**src/rtl/s2mm_ring_addresser.sv**
```systemverilog
// rtl/s2mm_ring_addresser.sv - tags an AXI-Stream with ring-buffer byte addresses, stopping only on burst boundaries
module s2mm_ring_addresser #(
    parameter int ADDR_WIDTH       = 32,
    parameter int AXIS_TDATA_WIDTH = 32,
    parameter int BURST_BEATS      = 16,
    parameter int BYTES_PER_BEAT   = 4
) (
    input  logic                        aclk,
    input  logic                        aresetn,
    input  logic [ADDR_WIDTH-1:0]       cfg_base,
    input  logic [ADDR_WIDTH-1:0]       cfg_length,
    input  logic                        cfg_enable,
    input  logic [AXIS_TDATA_WIDTH-1:0] S_AXIS_tdata,
    input  logic                        S_AXIS_tvalid,
    output logic                        S_AXIS_tready,
    output logic [AXIS_TDATA_WIDTH-1:0] M_AXIS_tdata,
    output logic                        M_AXIS_tvalid,
    input  logic                        M_AXIS_tready,
    output logic [ADDR_WIDTH-1:0]       address,
    output logic [ADDR_WIDTH-1:0]       write_ptr,
    output logic [15:0]                 wrap_count,
    output logic                        running,
    output logic                        cfg_error,
    output logic [15:0]                 dropped
);

    // Burst size in bytes is assumed to be a power of two, so alignment is a mask test.
    localparam int                    BURST_BYTES = BURST_BEATS * BYTES_PER_BEAT;
    localparam int                    CNT_W       = (BURST_BEATS > 1) ? $clog2(BURST_BEATS) : 1;
    localparam logic [ADDR_WIDTH-1:0] BURST_MASK  = ADDR_WIDTH'(BURST_BYTES - 1);
    localparam logic [ADDR_WIDTH-1:0] BEAT_INC    = ADDR_WIDTH'(BYTES_PER_BEAT);
    localparam logic [CNT_W-1:0]      LAST_BEAT   = CNT_W'(BURST_BEATS - 1);
    localparam logic [CNT_W-1:0]      CNT_ONE     = CNT_W'(1);

    typedef enum logic [1:0] {
        ST_IDLE  = 2'd0,
        ST_RUN   = 2'd1,
        ST_DRAIN = 2'd2
    } state_t;

    state_t r_state;
    state_t w_state_next;

    // Latched ring geometry and published status
    logic [ADDR_WIDTH-1:0] r_base;
    logic [ADDR_WIDTH-1:0] r_len;
    logic [ADDR_WIDTH-1:0] r_offset;
    logic [ADDR_WIDTH-1:0] r_write_ptr;
    logic [15:0]           r_wrap_count;
    logic                  r_cfg_error;
    logic [15:0]           r_dropped;

    // Beat-in-burst counters on the accept side and the hand-off side
    logic [CNT_W-1:0]      r_in_cnt;
    logic [CNT_W-1:0]      r_out_cnt;

    // Registered input ready, computed one cycle ahead from next-state values
    logic                  r_s_ready;
    logic                  w_s_ready_next;

    // Two-entry skid buffer; each entry carries the data and its ring offset
    logic [AXIS_TDATA_WIDTH-1:0] r_buf_data [0:1];
    logic [ADDR_WIDTH-1:0]       r_buf_off  [0:1];
    logic                        r_wr_sel;
    logic                        r_rd_sel;
    logic [1:0]                  r_fill;
    logic [1:0]                  w_fill_next;

    logic                  w_cfg_valid;
    logic                  w_s_hs;
    logic                  w_accept;
    logic                  w_m_valid;
    logic                  w_m_hs;
    logic                  w_in_last;
    logic                  w_out_last;
    logic [CNT_W-1:0]      w_in_cnt_next;
    logic [ADDR_WIDTH-1:0] w_off_inc;
    logic                  w_off_wrap;
    logic [ADDR_WIDTH-1:0] w_head_off;
    logic [ADDR_WIDTH-1:0] w_head_inc;
    logic [ADDR_WIDTH-1:0] w_wp_next;

    assign w_cfg_valid = (cfg_length != '0)
                      && ((cfg_length & BURST_MASK) == '0)
                      && ((cfg_base & BURST_MASK) == '0);

    assign w_s_hs     = S_AXIS_tvalid && r_s_ready;
    assign w_accept   = w_s_hs && (r_state != ST_IDLE);
    assign w_m_valid  = (r_fill != 2'd0);
    assign w_m_hs     = w_m_valid && M_AXIS_tready;

    assign w_in_last  = (r_in_cnt == LAST_BEAT);
    assign w_out_last = (r_out_cnt == LAST_BEAT);
    assign w_in_cnt_next = !w_accept ? r_in_cnt
                         : (w_in_last ? '0 : r_in_cnt + CNT_ONE);

    assign w_off_inc  = r_offset + BEAT_INC;
    assign w_off_wrap = (w_off_inc == r_len);

    // write_ptr points just past the burst's last beat, folded back to 0 at the ring end
    assign w_head_off = r_buf_off[r_rd_sel];
    assign w_head_inc = w_head_off + BEAT_INC;
    assign w_wp_next  = (w_head_inc == r_len) ? '0 : w_head_inc;

    // Skid buffer occupancy after this cycle's accept and hand-off
    always_comb begin
        w_fill_next = r_fill;
        case ({w_accept, w_m_hs})
            2'b10:   w_fill_next = r_fill + 2'd1;
            2'b01:   w_fill_next = r_fill - 2'd1;
            default: w_fill_next = r_fill;
        endcase
    end

    // State register
    always_ff @(posedge aclk) begin
        if (!aresetn) begin
            r_state <= ST_IDLE;
        end else begin
            r_state <= w_state_next;
        end
    end

    // Next state, and the input ready that the next state will present
    always_comb begin
        w_state_next   = r_state;
        w_s_ready_next = 1'b0;
        case (r_state)
            ST_IDLE: begin
                if (cfg_enable && w_cfg_valid) begin
                    w_state_next = ST_RUN;
                end
            end
            ST_RUN: begin
                if (!cfg_enable) begin
                    w_state_next = ST_DRAIN;
                end
            end
            ST_DRAIN: begin
                if (cfg_enable) begin
                    w_state_next = ST_RUN;
                end else if ((r_in_cnt == '0) && (r_out_cnt == '0) && (r_fill == 2'd0)) begin
                    w_state_next = ST_IDLE;
                end
            end
            default: begin
                w_state_next = ST_IDLE;
            end
        endcase

        // DRAIN only takes beats still owed to the burst already started
        case (w_state_next)
            ST_IDLE:  w_s_ready_next = 1'b1;
            ST_RUN:   w_s_ready_next = (w_fill_next != 2'd2);
            ST_DRAIN: w_s_ready_next = (w_fill_next != 2'd2) && (w_in_cnt_next != '0);
            default:  w_s_ready_next = 1'b0;
        endcase
    end

    // Input ready register; held low through reset
    always_ff @(posedge aclk) begin
        if (!aresetn) begin
            r_s_ready <= 1'b0;
        end else begin
            r_s_ready <= w_s_ready_next;
        end
    end

    // Config latch, ring offset, burst counters and status outputs
    always_ff @(posedge aclk) begin
        if (!aresetn) begin
            r_base       <= '0;
            r_len        <= '0;
            r_offset     <= '0;
            r_write_ptr  <= '0;
            r_wrap_count <= '0;
            r_cfg_error  <= 1'b0;
            r_dropped    <= '0;
            r_in_cnt     <= '0;
            r_out_cnt    <= '0;
        end else if (r_state == ST_IDLE) begin
            if (cfg_enable) begin
                r_base <= cfg_base;
                r_len  <= cfg_length;
            end
            if (cfg_enable && w_cfg_valid) begin
                r_offset     <= '0;
                r_write_ptr  <= '0;
                r_wrap_count <= '0;
                r_dropped    <= '0;
                r_cfg_error  <= 1'b0;
                r_in_cnt     <= '0;
                r_out_cnt    <= '0;
            end else begin
                if (cfg_enable) begin
                    r_cfg_error <= 1'b1;
                end
                if (w_s_hs && (r_dropped != 16'hFFFF)) begin
                    r_dropped <= r_dropped + 16'd1;
                end
            end
        end else begin
            if (w_accept) begin
                if (w_off_wrap) begin
                    r_offset     <= '0;
                    r_wrap_count <= r_wrap_count + 16'd1;
                end else begin
                    r_offset <= w_off_inc;
                end
            end
            r_in_cnt <= w_in_cnt_next;
            if (w_m_hs) begin
                r_out_cnt <= w_out_last ? '0 : r_out_cnt + CNT_ONE;
                if (w_out_last) begin
                    r_write_ptr <= w_wp_next;
                end
            end
        end
    end

    // Skid buffer storage and pointers; reset flushes it
    always_ff @(posedge aclk) begin
        if (!aresetn) begin
            r_buf_data[0] <= '0;
            r_buf_data[1] <= '0;
            r_buf_off[0]  <= '0;
            r_buf_off[1]  <= '0;
            r_wr_sel      <= 1'b0;
            r_rd_sel      <= 1'b0;
            r_fill        <= 2'd0;
        end else begin
            if (w_accept) begin
                r_buf_data[r_wr_sel] <= S_AXIS_tdata;
                r_buf_off[r_wr_sel]  <= r_offset;
                r_wr_sel             <= ~r_wr_sel;
            end
            if (w_m_hs) begin
                r_rd_sel <= ~r_rd_sel;
            end
            r_fill <= w_fill_next;
        end
    end

    assign S_AXIS_tready = r_s_ready;
    assign M_AXIS_tvalid = w_m_valid;
    assign M_AXIS_tdata  = r_buf_data[r_rd_sel];
    assign address       = r_base + w_head_off;
    assign write_ptr     = r_write_ptr;
    assign wrap_count    = r_wrap_count;
    assign running       = (r_state != ST_IDLE);
    assign cfg_error     = r_cfg_error;
    assign dropped       = r_dropped;

endmodule

```
**config.mk**
```make
export PLATFORM = sky130hd
export DESIGN_NAME = s2mm_ring_addresser
export DESIGN_NICKNAME = d
export VERILOG_FILES = /design/src/rtl/s2mm_ring_addresser.sv
export SDC_FILE = /design/constraint.sdc
export NUM_CORES = 1
export LEC_CHECK = 0
export CORE_ASPECT_RATIO = 1.2
export CORE_MARGIN = 2
export CORE_UTILIZATION = 50
export DETAILED_ROUTE_END_ITERATION = 8
export PLACE_DENSITY = 0.72
export SYNTH_ARGS = -nofsm -noshare
export SYNTH_HDL_FRONTEND = slang
export SYNTH_SLANG_ARGS = --single-unit
```
**constraint.sdc**
```tcl
create_clock -name aclk -period 11.3 [get_ports aclk]
set_input_delay 2.26 -clock aclk [delete_from_list [all_inputs] [get_ports aclk]]
set_output_delay 2.26 -clock aclk [all_outputs]
set_load 0.02 [all_outputs]
```
Word-level counts from Yosys, hierarchy flattened
Memories as Yosys holds them, arrays and structs flattened. A register that Yosys moved wholly into a read port is not among the register bits. Index checks and enable logic that the tools add are counted.

Flip-flop bits (word level): 176. Output and inout bits: 132. Memories: 2. RAM bits: 128.

Memory list: r_buf_data (depth 2, width 32, read ports 1, clocked after Yosys merged registers in 1, wr ports 2, line 62) `logic [AXIS_TDATA_WIDTH-1:0] r_buf_data [0:1];`; r_buf_off (depth 2, width 32, read ports 1, clocked after Yosys merged registers in 1, wr ports 2, line 63) `logic [ADDR_WIDTH-1:0] r_buf_off [0:1];`.

Reductions and logical operators: 36. Mux-type cells: 44. Bitwise operators: 2. Add/sub/neg operators: 9. Equality and inequality tests: 13.

Operators by type and width (count): $mux W32 (10); $mux W16 (6); $add A32 B3 Y32 const B (2); $eq A32 B32 Y1 (2); $logic_not A32 Y1 (2); $reduce_or A32 Y1 (2); $add A16 B1 Y16 const B (2); $add A32 B32 Y32 (1); $reduce_bool A32 Y1 (1); $mux W4 (7); $ne A16 B16 Y1 const B (1); $reduce_bool A2 Y1 (8); $mux W1 (14); $logic_and A1 B1 Y1 (10); $reduce_and A2 Y1 (5); $add A4 B1 Y4 const B (2); $eq A4 B4 Y1 const B (2); $logic_not A4 Y1 (2); $mux W2 (4); $eq A2 B1 Y1 const B (3); $eq A2 B2 Y1 const B (3); $logic_not A2 Y1 (3); $pmux W2 S3 (1); $reduce_and A3 Y1 (2); 7 further kinds (9).

Logic depth before layout (Yosys ltp)
Depth in word-level cells: 8. Gate-level depth with buffers: 19.

Least setup slack after synthesis
OpenSTA, ideal clock, no wires.

Kind: input -> register. Start point: input S_AXIS_tvalid. End point: memory r_buf_data[0][0] (enable). Slack: 3.550 ns. Arrival time: 7.182 ns. Cell stages on the path: 4. Required time: 10.732 ns. Cells stage by stage: and3_1 -> clkbuf_1 -> clkinv_1 -> o21ai_0.

RTL lines: from (decl) (line 14) `input logic S_AXIS_tvalid,`; to (decl) (line 62).

==> out/results.ini <==
[timing]
max-slew-margin-rel_pct = 22.98
setup_viol = 0
grt_setup_unrepaired = false
final.setup_skew_ps = 19.64
fmax_ghz = 0.1344
finalMaxSlewViolations = 0
final_period_minus_worst_setup_slack_ps = 7440
setup_total_negative_slack_ps = 0
min_period_over_period_pct = 65.84
timing_worst_slew_pin_value_ps = 1155
final-hold-violation-count = 0

[logic_synthesis]
netlist-cell-type-count = 89
synth_enable_flop_cells = 124
postSynthRegisterBits = 298
mappedNetlistArea_um2 = 16170
ys.warnings.count = 0
async_reset_ff_share_pct = 0
synth_ff_type = sky130_fd_sc_hd__dfxtp_1
sequential_cell_area_fraction_in_the_yosys_report_pct = 44.58
average_size_of_a_mapped_cell_um2 = 9.405
syn_nets = 1858
postSynthCellCount = 1719

[final_layout]
syn_to_final_growth_pct = 22.63
final_layout_size_suffix_gt1_share_pct = 7.837
post_layout_nonfiller_instances = 2321
nets = 2029
antennaDiodeCount = 0

[cts]
tritoncts_num_sinks = 298
clock_insertion_delay_worst_skew_ps = 570
cts.root.buffer_cell = sky130_fd_sc_hd__clkbuf_16
cts_tree = done
holdBufCountCts = 0
cts.repair_timing.setup_buffer_count = 0
cts_resized = 0
cts-buffers-inserted = 30
cts.htree.levels = 1
clk_pin_slew_worst_paths_ps = 60
buffers_from_clock_root_to_sink_at_most = 3

[placement]
placement.io_buffers = 232
place_congestion = 1.015
placedCellCount = 2265
detailed_place_hpwl_mm = 32.04

[floorplanning]
io_pins = 233
floorplan.die.width_um = 168.2
start_util_pct = 50.41
row_count = 72
fp.dieArea_um2 = 33790
floorplan.core_area_um2 = 32070
die_h_um = 201.0

[global_routing]
grt_pass1_vias = 13170
initial_antenna_violation_count = 0
grt_overflow_total = 0
grt_first_pass_wirelength_mm = 69.91
largest_net_degree_at_the_start_of_global_routing = 84
grt_util_all_layers_pct = 25.70

[setup_path]
critPathLaunchType = register
critPathCaptureType = output pin
critical_path_class = reg2out
timing.critical_path.required_ps = 9040
timing.critical_path.arrival_ps = 5180
worst-path-max-fanout = 64

[outcome]
run_status = finished clean

[detailed_routing]
post_drt_via_cell_ratio = 5.794
ant_nets = 0
drt_wl_total_mm = 44.55
drt_drc_violations_left = 0
route.vias.total = 13450
dr.pass1.iters = 5
drt-initial-drc-count = 947
route.detailed.wl_per_inst_um = 19.19

[pwr]
p_leak_nw = 7.524
power.density_nw_per_um2 = 131.6
vdd_drop_max_mv = 0.1219
design_power_total_mw = 2.609

[worst_hold_path]
worst_hold_path_type = reg2reg

[run]
cap_violations = 0

==> state kept, by name, indices dropped and copies added (netlist names), named ones only <==
signal	flops
S_AXIS_tready	1
cfg_error	1
dropped	16
r_base	32
r_buf_data	64
r_buf_off	60
r_fill	2
r_in_cnt	4
r_len	32
r_offset	30
r_out_cnt	4
r_rd_sel	1
r_state	2
r_wr_sel	1
wrap_count	16
write_ptr	31
==> through the flow <==
stage / hold slack (ps) / area, µm² / utilization, % / setup slack, ps
2_1_floorplan: 436.3 / 16170 / - / 3550
3_3_place_gp: 444.4 / 18640 / 58.11 / 4577
3_5_place_dp: 453.7 / 18640 / 58.11 / 4491
4_1_cts: 462.6 / 19830 / 61.82 / 3885
5_1_grt: 480.7 / 19830 / 61.82 / 3498
6_report: 462.2 / 19830 / 61.82 / 3860
==> routing by layer <==
metal | share of wire, % | track usage [%]
met4 | 5.0 | 12.28
met2 | 49 | 45.09
met5 | 0 | 0
met3 | 5.5 | 3.076
met1 | 41 | 31.39
==> Yosys cell counts, types with 5 or more instances <==
cell | n | area [µm²]
sky130_fd_sc_hd__mux2_2 | 44 | 495.5
sky130_fd_sc_hd__buf_4 | 10 | 75.07
sky130_fd_sc_hd__and4_1 | 8 | 70.07
sky130_fd_sc_hd__a22o_1 | 26 | 227.7
sky130_fd_sc_hd__nor3_1 | 54 | 270.3
sky130_fd_sc_hd__a211oi_1 | 9 | 67.56
sky130_fd_sc_hd__nand4_1 | 31 | 193.9
sky130_fd_sc_hd__o21a_1 | 8 | 60.06
sky130_fd_sc_hd__buf_2 | 14 | 70.07
sky130_fd_sc_hd__nand2b_1 | 9 | 56.30
sky130_fd_sc_hd__nor2_1 | 85 | 319.1
sky130_fd_sc_hd__o21ai_0 | 41 | 205.2
sky130_fd_sc_hd__xnor2_1 | 92 | 805.8
sky130_fd_sc_hd__nand4b_1 | 6 | 52.55
sky130_fd_sc_hd__mux2i_1 | 18 | 180.2
sky130_fd_sc_hd__buf_1 | 5 | 18.77
sky130_fd_sc_hd__inv_1 | 53 | 198.9
sky130_fd_sc_hd__and2_1 | 70 | 437.9
sky130_fd_sc_hd__a22oi_1 | 5 | 37.54
sky130_fd_sc_hd__nand3_1 | 53 | 265.3
sky130_fd_sc_hd__a21oi_1 | 106 | 530.5
sky130_fd_sc_hd__o22ai_1 | 6 | 37.54
sky130_fd_sc_hd__edfxtp_1 | 124 | 3724
sky130_fd_sc_hd__and3_1 | 87 | 544.3
sky130_fd_sc_hd__nor4b_1 | 6 | 52.55
sky130_fd_sc_hd__nor2b_1 | 8 | 50.05
sky130_fd_sc_hd__buf_6 | 5 | 56.30
sky130_fd_sc_hd__ha_1 | 38 | 475.5
sky130_fd_sc_hd__o21ai_1 | 9 | 45.04
sky130_fd_sc_hd__nand2_1 | 236 | 885.9
sky130_fd_sc_hd__clkbuf_1 | 69 | 259.0
sky130_fd_sc_hd__a31oi_1 | 27 | 168.9
sky130_fd_sc_hd__or3_1 | 13 | 81.33
sky130_fd_sc_hd__dfxtp_1 | 174 | 3483
sky130_fd_sc_hd__nor4_1 | 20 | 125.1
sky130_fd_sc_hd__or4_1 | 7 | 52.55
sky130_fd_sc_hd__a21o_1 | 9 | 67.56
sky130_fd_sc_hd__xor2_1 | 40 | 350.3
sky130_fd_sc_hd__xnor3_1 | 9 | 202.7
==> cell usage in the layout, fill, tap and decap left out, drive strengths merged, types with 38 or more instances in the layout <==
| cell type | netlist | layout |
|---|---|---|
| nand2 | 236 | 236 |
| clkdlybuf4s50 | 0 | 232 |
| dfxtp | 174 | 174 |
| edfxtp | 124 | 124 |
| a21oi | 108 | 108 |
| xnor2 | 93 | 93 |
| and3 | 87 | 87 |
| nor2 | 85 | 85 |
| and2 | 70 | 70 |
| inv | 54 | 56 |
| nor3 | 54 | 54 |
| nand3 | 53 | 53 |
| o21ai | 50 | 50 |
| mux2 | 44 | 44 |
| xor2 | 40 | 40 |
| ha | 38 | 38 |
==> final timing paths <==
path                            slack (ps)  depth (start not counted)                           to                startpoint
worst min register to register         460                          2      r_base[26]$_SDFFE_PN0P_   r_base[26]$_SDFFE_PN0P_
worst min-delay path                   460                          2      r_base[26]$_SDFFE_PN0P_   r_base[26]$_SDFFE_PN0P_
worst max-delay path                  3860                         13                  address[31]                  register
worst max register to register        6780                         10  wrap_count[14]$_SDFFE_PN0P_  r_offset[2]$_SDFFE_PN0P_
==> kinds of logic (layout without fill, tap and decap cells) <==
family | Yosys count | after routing | share of synthesized area (%)
AOI/OAI and AO/OA | 300 | 300 | 12.31
xor gates and xnor gates | 142 | 142 | 8.506
and+or+nand+nor | 717 | 717 | 22.91
buffers and inverters | 159 | 354 | 4.272
DFF | 298 | 298 | 44.58
adders and majority gates | 38 | 38 | 2.941
muxes | 65 | 65 | 4.489
==> report_power, final <==
group	leakage, nW	total (mW)	switching [mW]	internal, mW
logic	4.28	0.259	0.136	0.124
registers	2.68	1.18	0.0281	1.15
clock network	0.572	1.17	0.432	0.740
==> final cells by class <==
type                       count  area (µm²)
fill                        2726       12250
multi-input combinational   1262        8305
sequential                   298        7212
timing repair buffer         243        2405
clock buffer                  37       849.6
tap                          407       509.2
clock inverter                19       337.8
inverter                      55       206.4
==> critical path, cell delays in order (launching register included) <==
cell and delay, ps:
sky130_fd_sc_hd__dfxtp_4 560, sky130_fd_sc_hd__buf_4 720, sky130_fd_sc_hd__mux2_2 440, sky130_fd_sc_hd__ha_1 350
sky130_fd_sc_hd__a21o_1 220, sky130_fd_sc_hd__a21o_1 190, sky130_fd_sc_hd__a21oi_1 170, sky130_fd_sc_hd__and3_1 200
sky130_fd_sc_hd__a21oi_1 130, sky130_fd_sc_hd__nor3_1 300, sky130_fd_sc_hd__o31ai_1 200, sky130_fd_sc_hd__or4_1 420
sky130_fd_sc_hd__nand3_1 90, sky130_fd_sc_hd__clkdlybuf4s50_1 600
No activity file was read; power rests on OpenSTA's default activity.
